===== config.mk =====
export PLATFORM = sky130hd
export DESIGN_NAME = port_status_controller_flat
export DESIGN_NICKNAME = d
export VERILOG_FILES = /design/src/rtl/port_status_controller_if.sv /design/src/rtl/port_status_controller.sv /design/src/flat_wrapper.sv
export SDC_FILE = /design/constraint.sdc
export NUM_CORES = 1
export LEC_CHECK = 0
export BUFFER_PORTS_ARGS = -buffer_cell sky130_fd_sc_hd__buf_2
export CAP_MARGIN = 20
export CORE_MARGIN = 2
export CORE_UTILIZATION = 50
export DETAILED_ROUTE_END_ITERATION = 8
export MAX_ROUTING_LAYER = met4
export PLACE_DENSITY_LB_ADDON = 0.25
export RECOVER_POWER = 50
export SLEW_MARGIN = 15
export SYNTH_ARGS = -nofsm -noshare
export SYNTH_HDL_FRONTEND = slang
export SYNTH_SLANG_ARGS = --single-unit
export TNS_END_PERCENT = 10

===== constraint.sdc =====
create_clock -name system_clock -period 2.3 [get_ports system_clock]
set_input_delay 0.46 -clock system_clock [delete_from_list [all_inputs] [get_ports system_clock]]
set_output_delay 0.46 -clock system_clock [all_outputs]
set_load 0.005 [all_outputs]

===== src/rtl/port_status_controller_if.sv =====
// rtl/port_status_controller_if.sv - pin/status bundle between board logic and the port status controller
interface port_status_controller_if #(
  parameter int CHANNELS = 1
);
  logic                pll_locked;
  logic [CHANNELS-1:0] modprsl;
  logic [CHANNELS-1:0] run;
  logic [CHANNELS-1:0] hpd;
  logic [CHANNELS-1:0] module_resetl;
  logic [CHANNELS-1:0] channel_enable;
  logic [CHANNELS:0]   led;

  modport master (
    output pll_locked, modprsl, run,
    input  hpd, module_resetl, channel_enable, led
  );

  modport slave (
    input  pll_locked, modprsl, run,
    output hpd, module_resetl, channel_enable, led
  );
endinterface


===== src/rtl/port_status_controller.sv =====
// rtl/port_status_controller.sv - per-port presence debounce, module reset sequencing and status LEDs
module port_status_controller #(
  parameter int CHANNELS        = 1,
  parameter int CLOCK_FREQUENCY = 200_000_000,
  parameter int DEBOUNCE_US     = 1000,
  parameter int RESET_HOLD_US   = 10,
  parameter int BLINK_HZ        = 2
) (
  input  logic                    system_clock,
  input  logic                    system_reset,
  port_status_controller_if.slave bus
);
  localparam int DEB_RAW           = CLOCK_FREQUENCY / 1_000_000 * DEBOUNCE_US;
  localparam int DEBOUNCE_CYCLES   = (DEB_RAW < 1) ? 1 : DEB_RAW;
  localparam int HOLD_RAW          = CLOCK_FREQUENCY / 1_000_000 * RESET_HOLD_US;
  localparam int RESET_HOLD_CYCLES = (HOLD_RAW < 1) ? 1 : HOLD_RAW;
  localparam int BLINK_RAW         = CLOCK_FREQUENCY / (2 * BLINK_HZ);
  localparam int BLINK_HALF        = (BLINK_RAW < 1) ? 1 : BLINK_RAW;
  localparam int DW                = $clog2(DEBOUNCE_CYCLES + 1);
  localparam int HW                = $clog2(RESET_HOLD_CYCLES + 1);
  localparam int BW                = $clog2(BLINK_HALF + 1);

  typedef enum logic [1:0] {ABSENT, RESETTING, ACTIVE} state_t;

  logic                lock_m, lock_s, led0;
  logic [CHANNELS-1:0] pres_m, pres_s;
  logic [BW-1:0]       blink_cnt;
  logic                blink_phase;
  logic [CHANNELS-1:0] hpd_v, mrst_v, en_v, led_v;

  // Presence is synchronized already inverted so the cleared state reads as "absent".
  always_ff @(posedge system_clock or posedge system_reset) begin
    if (system_reset) begin
      lock_m      <= 1'b0;
      lock_s      <= 1'b0;
      pres_m      <= '0;
      pres_s      <= '0;
      led0        <= 1'b0;
      blink_cnt   <= '0;
      blink_phase <= 1'b0;
    end else begin
      lock_m <= bus.pll_locked;
      lock_s <= lock_m;
      pres_m <= ~bus.modprsl;
      pres_s <= pres_m;
      led0   <= lock_s;
      if (blink_cnt == BW'(BLINK_HALF - 1)) begin
        blink_cnt   <= '0;
        blink_phase <= ~blink_phase;
      end else begin
        blink_cnt <= blink_cnt + 1'b1;
      end
    end
  end

  for (genvar i = 0; i < CHANNELS; i++) begin : g_port
    logic [DW-1:0] deb_cnt;
    logic [HW-1:0] hold_cnt;
    logic          hpd_r, mrst_r, en_r, led_r;
    state_t        state;

    always_ff @(posedge system_clock or posedge system_reset) begin
      if (system_reset) begin
        deb_cnt  <= '0;
        hold_cnt <= '0;
        hpd_r    <= 1'b0;
        mrst_r   <= 1'b0;
        en_r     <= 1'b0;
        led_r    <= 1'b0;
        state    <= ABSENT;
      end else begin
        if (pres_s[i] == hpd_r) begin
          deb_cnt <= '0;
        end else if (deb_cnt == DW'(DEBOUNCE_CYCLES - 1)) begin
          hpd_r   <= pres_s[i];
          deb_cnt <= '0;
        end else begin
          deb_cnt <= deb_cnt + 1'b1;
        end

        // Outputs follow the state being entered so they change on the same edge.
        case (state)
          ABSENT: begin
            mrst_r <= 1'b0;
            en_r   <= 1'b0;
            if (hpd_r && lock_s) begin
              state    <= RESETTING;
              hold_cnt <= '0;
              led_r    <= blink_phase;
            end else begin
              led_r <= 1'b0;
            end
          end
          RESETTING: begin
            if (!hpd_r || !lock_s) begin
              state <= ABSENT;
              led_r <= 1'b0;
            end else if (hold_cnt == HW'(RESET_HOLD_CYCLES - 1)) begin
              state  <= ACTIVE;
              mrst_r <= 1'b1;
              en_r   <= 1'b1;
              led_r  <= bus.run[i] | blink_phase;
            end else begin
              hold_cnt <= hold_cnt + 1'b1;
              led_r    <= blink_phase;
            end
          end
          ACTIVE: begin
            if (!hpd_r || !lock_s) begin
              state  <= ABSENT;
              mrst_r <= 1'b0;
              en_r   <= 1'b0;
              led_r  <= 1'b0;
            end else begin
              led_r <= bus.run[i] | blink_phase;
            end
          end
          default: begin
            state  <= ABSENT;
            mrst_r <= 1'b0;
            en_r   <= 1'b0;
            led_r  <= 1'b0;
          end
        endcase
      end
    end

    assign hpd_v[i]  = hpd_r;
    assign mrst_v[i] = mrst_r;
    assign en_v[i]   = en_r;
    assign led_v[i]  = led_r;
  end

  assign bus.hpd            = hpd_v;
  assign bus.module_resetl  = mrst_v;
  assign bus.channel_enable = en_v;
  assign bus.led            = {led_v, led0};
endmodule


===== src/flat_wrapper.sv =====
// flat-port wrapper written by rule: the top's interface ports become plain ports
module port_status_controller_flat 
#(
  parameter int CHANNELS        = 1,
  parameter int CLOCK_FREQUENCY = 200_000_000,
  parameter int DEBOUNCE_US     = 1000,
  parameter int RESET_HOLD_US   = 10,
  parameter int BLINK_HZ        = 2
)
  (system_clock, system_reset, bus_pll_locked, bus_modprsl, bus_run, bus_hpd, bus_module_resetl, bus_channel_enable, bus_led);
  port_status_controller_if #(.CHANNELS(CHANNELS)) bus_i ();
  input  logic system_clock;
  input  logic system_reset;
  input wire logic [$bits(bus_i.pll_locked)-1:0] bus_pll_locked;
  input wire logic [$bits(bus_i.modprsl)-1:0] bus_modprsl;
  input wire logic [$bits(bus_i.run)-1:0] bus_run;
  output wire logic [$bits(bus_i.hpd)-1:0] bus_hpd;
  output wire logic [$bits(bus_i.module_resetl)-1:0] bus_module_resetl;
  output wire logic [$bits(bus_i.channel_enable)-1:0] bus_channel_enable;
  output wire logic [$bits(bus_i.led)-1:0] bus_led;
  assign bus_i.pll_locked = bus_pll_locked;
  assign bus_i.modprsl = bus_modprsl;
  assign bus_i.run = bus_run;
  assign bus_hpd = bus_i.hpd;
  assign bus_module_resetl = bus_i.module_resetl;
  assign bus_channel_enable = bus_i.channel_enable;
  assign bus_led = bus_i.led;
  port_status_controller #(.CHANNELS(CHANNELS), .CLOCK_FREQUENCY(CLOCK_FREQUENCY), .DEBOUNCE_US(DEBOUNCE_US), .RESET_HOLD_US(RESET_HOLD_US), .BLINK_HZ(BLINK_HZ)) u_core (.system_clock(system_clock), .system_reset(system_reset), .bus(bus_i));
endmodule

==> results.py <==
metrics = {
    "run_status": {
        "status": "complete, no violations",
    },
    "floorplanning": {
        "num_io_pins": 10,
        "coreArea_sq_um": 6314,
        "initial_core_util_pct": 51.45,
        "dieHeight_um": 84.60,
        "die-area_sq_um": 7157,
        "row_count": 29,
        "die_w_um": 84.60,
    },
    "cts": {
        "ctsHoldBuffers": 0,
        "clk_pin_slew_ns": 0.07,
        "clock_sinks": 66,
        "cts_buffer_depth": 2,
        "clock-root-buffer": "clkbuf_8",
        "post_cts_resized": 0,
        "post_cts_buffers": 0,
        "htreeDepth": 3,
        "cts-buffers-inserted": 9,
        "cts_tree": "done",
        "insertion_delay_ns": 0.34,
    },
    "timing": {
        "finalSetupTns_ns": 0,
        "skew_ns": 0.01208,
        "max-slew-margin-rel_pct": 46.96,
        "finalSetupViolCount": 0,
        "maxSlewViolCount": 0,
        "worst_slew_pin_slew_ns": 0.7947,
        "fmax_ghz": 0.5394,
        "period_needed_ns": 1.854,
        "rsz0062_at_grt": "no",
        "hold_violations": 0,
        "fin_crit_sh_pct": 80.61,
    },
    "route": {
        "wl_per_cell_um": 14.31,
        "via_count": 2361,
        "drt-initial-drc-count": 82,
        "drcViolationCount": 0,
        "antenna_left": 0,
        "via_per_inst": 5.717,
        "routed_wl_um": 5910,
        "drtPass1Iterations": 4,
    },
    "worst_setup_path": {
        "rrSetupSlack_ns": 0.45,
        "path_depth": 5,
        "cp_max_fo": 5,
        "worstPathArrival_ns": 2.08,
        "worst_path_largest_cell_delay_ns": 0.40,
        "endpoint_kind": "flip-flop",
        "r2r-start": "u_core.g_port[0].hold_cnt[0]$_DFFE_PP0P_",
        "critPathBufInv": 0,
        "path_cells": "ha_1 -> nand4b_1 -> nor3_1 -> mux2_2 -> a22o_1",
        "slowest_stage": "dfrtp_1",
        "crit_type": "reg2reg",
        "r2r_cells": 5,
        "cp.required_ns": 2.53,
        "crit_path_start_kind": "flip-flop",
        "r2r_end": "u_core.g_port[0].hold_cnt[1]$_DFFE_PP0P_",
        "crit_family": "simple AND/OR/NAND/NOR gates",
    },
    "synth": {
        "yosys.cell_count.top_type": "dfrtp_1",
        "synth_edf_count": 0,
        "ys_warn_count": 0,
        "synth.avg_cell_area_sq_um": 10.18,
        "ys_seq_area_share_pct": 50.85,
        "synthTopCellsByArea": "dfrtp_1, xor2_1, nor2_1",
        "synth_cells": 319,
        "synth_top_cell_area_share_pct": 50.85,
        "synthesis.area_sq_um": 3248,
        "yosys-top-cells-count": "dfrtp_1, nor2_1, nand2_1",
        "synth_flop_cell": "dfrtp_1",
        "ys_types": 48,
        "synth_top_area_cell": "dfrtp_1",
        "synth-seq-cells": 66,
        "synth_fp_nets": 327,
        "async_flop_share_pct": 100.0,
    },
    "power_and_ir_drop": {
        "p_seq_share_pct": 52.9,
        "p_switching_uw": 456.6,
        "power.density_nw_per_um2": 621.6,
        "combPwrFrac_pct": 2.3,
        "power.internal_uw": 1766,
        "ir_drop_uv": 399.2,
        "power.share.clock_pct": 44.8,
        "power.leakage_uw": 0.001506,
        "p_sw_share_pct": 20.54,
    },
    "finish": {
        "drive_gt1_share_pct": 11.61,
        "final_area_sq_um": 3576,
        "num-fill-cells": 535,
        "nets": 340,
        "num_antenna_cells": 0,
        "area_delta_synth_final_pct": 10.09,
    },
    "placement": {
        "io_buffers": 9,
        "gp_congestion": 0.8075,
        "dpl_cell_area_sq_um": 3372,
        "hpwl_um": 3992,
    },
    "min_path": {
        "hold_depth": 1,
        "worstHoldEndpoint": "u_core.lock_m$_DFF_PP0_",
        "holdCritStartpoint": "bus_pll_locked",
        "min_path_type": "in2reg",
    },
    "global_routing": {
        "grt_pass1_wl_um": 10470,
        "grt_pass1_vias": 2260,
        "grt_max_degree": 48,
        "grt_overflow": 0,
        "grt_antenna_before_repair": 0,
        "grt_util_all_layers_pct": 18.86,
    },
    "run": {
        "maxCapViolCount": 0,
    },
}
state kept, by name, summed over array words and instances (netlist names):
signal	count
u_core.lock_m	1
u_core.lock_s	1
u_core.g_port.deb_cnt	18
u_core.g_port.state	2
u_core.bus.hpd	1
u_core.pres_s	1
u_core.g_port.led_r	1
u_core.led0	1
u_core.blink_phase	1
u_core.bus.channel_enable	1
u_core.pres_m	1
u_core.g_port.hold_cnt	11
u_core.blink_cnt	26
layer usage:
metal	GRT usage [%]	routed length (um)	vias up
met1	26.04	2948	1145
met3	4.916	221	6
li1	-	-	1172
met4	7.792	55	0
met2	26.49	2685	38
met5	-	0	-
worst reg2reg max path, cell delays in order, from the launching register on:
cell      delay, ns
dfrtp_1        0.40
ha_1           0.22
nand4b_1       0.16
nor3_1         0.40
mux2_2         0.38
a22o_1         0.18
cell families after synthesis:
logic type      synth area share [%]
flops                          50.85
xor+xnor                       8.629
mux                            3.467
fa+ha+maj                      1.156
compound gates                 8.129
buf+inv                        3.467
simple gates                   24.31
worst max-delay path by stage:
stage | start | to | slack, ns
after floorplan | system_reset | u_core.blink_cnt[0]$_DFF_PP0_ | 0.19
after global placement | u_core.g_port[0].hold_cnt[0]$_DFFE_PP0P_ | u_core.g_port[0].hold_cnt[1]$_DFFE_PP0P_ | 0.49
after detailed placement | u_core.g_port[0].hold_cnt[0]$_DFFE_PP0P_ | u_core.g_port[0].hold_cnt[1]$_DFFE_PP0P_ | 0.45
after CTS | u_core.g_port[0].hold_cnt[0]$_DFFE_PP0P_ | u_core.g_port[0].hold_cnt[1]$_DFFE_PP0P_ | 0.44
after global routing | u_core.blink_cnt[2]$_DFF_PP0_ | u_core.blink_cnt[25]$_DFF_PP0_ | 0.31
final | u_core.g_port[0].hold_cnt[0]$_DFFE_PP0P_ | u_core.g_port[0].hold_cnt[1]$_DFFE_PP0P_ | 0.45
power by group through the flow:
stage	Clock, uW	Sequential, uW	Combinational, uW
global placement	0	1200	53.3
CTS	1020	1180	53.7
detailed placement	0	1200	53.5
floorplan	0	1200	36.2
finish	996	1180	51.2
global route	1080	1180	59.3
through the flow:
step | hold slack [ns] | cells | util, % | power (uW) | setup slack (ns)
after CTS | 0.1273 | 413 | 56.64 | 2247 | 0.4417
after floorplan | 0.3312 | 319 | - | 1233 | 0.1852
after global routing | 0.2243 | 413 | 56.64 | 2312 | 0.3092
final | 0.2469 | 413 | 56.64 | 2223 | 0.4461
after detailed placement | 0.3347 | 398 | 53.41 | 1251 | 0.4470
after global placement | 0.3318 | 398 | 53.41 | 1250 | 0.4889
layout by cell type (no fill, tap or decap), drive strengths merged, types with 2 or more instances in the layout:
master,count
a21oi,11
a22o,2
a31oi,2
and2,3
and4,6
buf,15
clkbuf,13
dfrtp,66
ha,3
inv,10
mux2,2
mux2i,9
nand2,25
nand3,18
nand3b,2
nand4,16
nor2,33
nor3,12
nor3b,2
nor4,6
nor4b,2
o21ai,14
o31ai,6
or3,4
or4,8
xnor2,12
xor2,20
cell type report:
| cell class | instances | area (sq um) | share of cell area [%] |
|---|---|---|---|
| repair buffers | 15 | 102.6 | 2.869 |
| clock inverters | 2 | 35.03 | 0.9797 |
| inverters | 10 | 37.54 | 1.050 |
| well taps | 77 | 96.34 | 2.694 |
| flip-flops and latches | 66 | 1652 | 46.19 |
| multi-input cells | 230 | 1484 | 41.50 |
| clock buffers | 13 | 168.9 | 4.724 |
(Power assumes the default switching activity.)
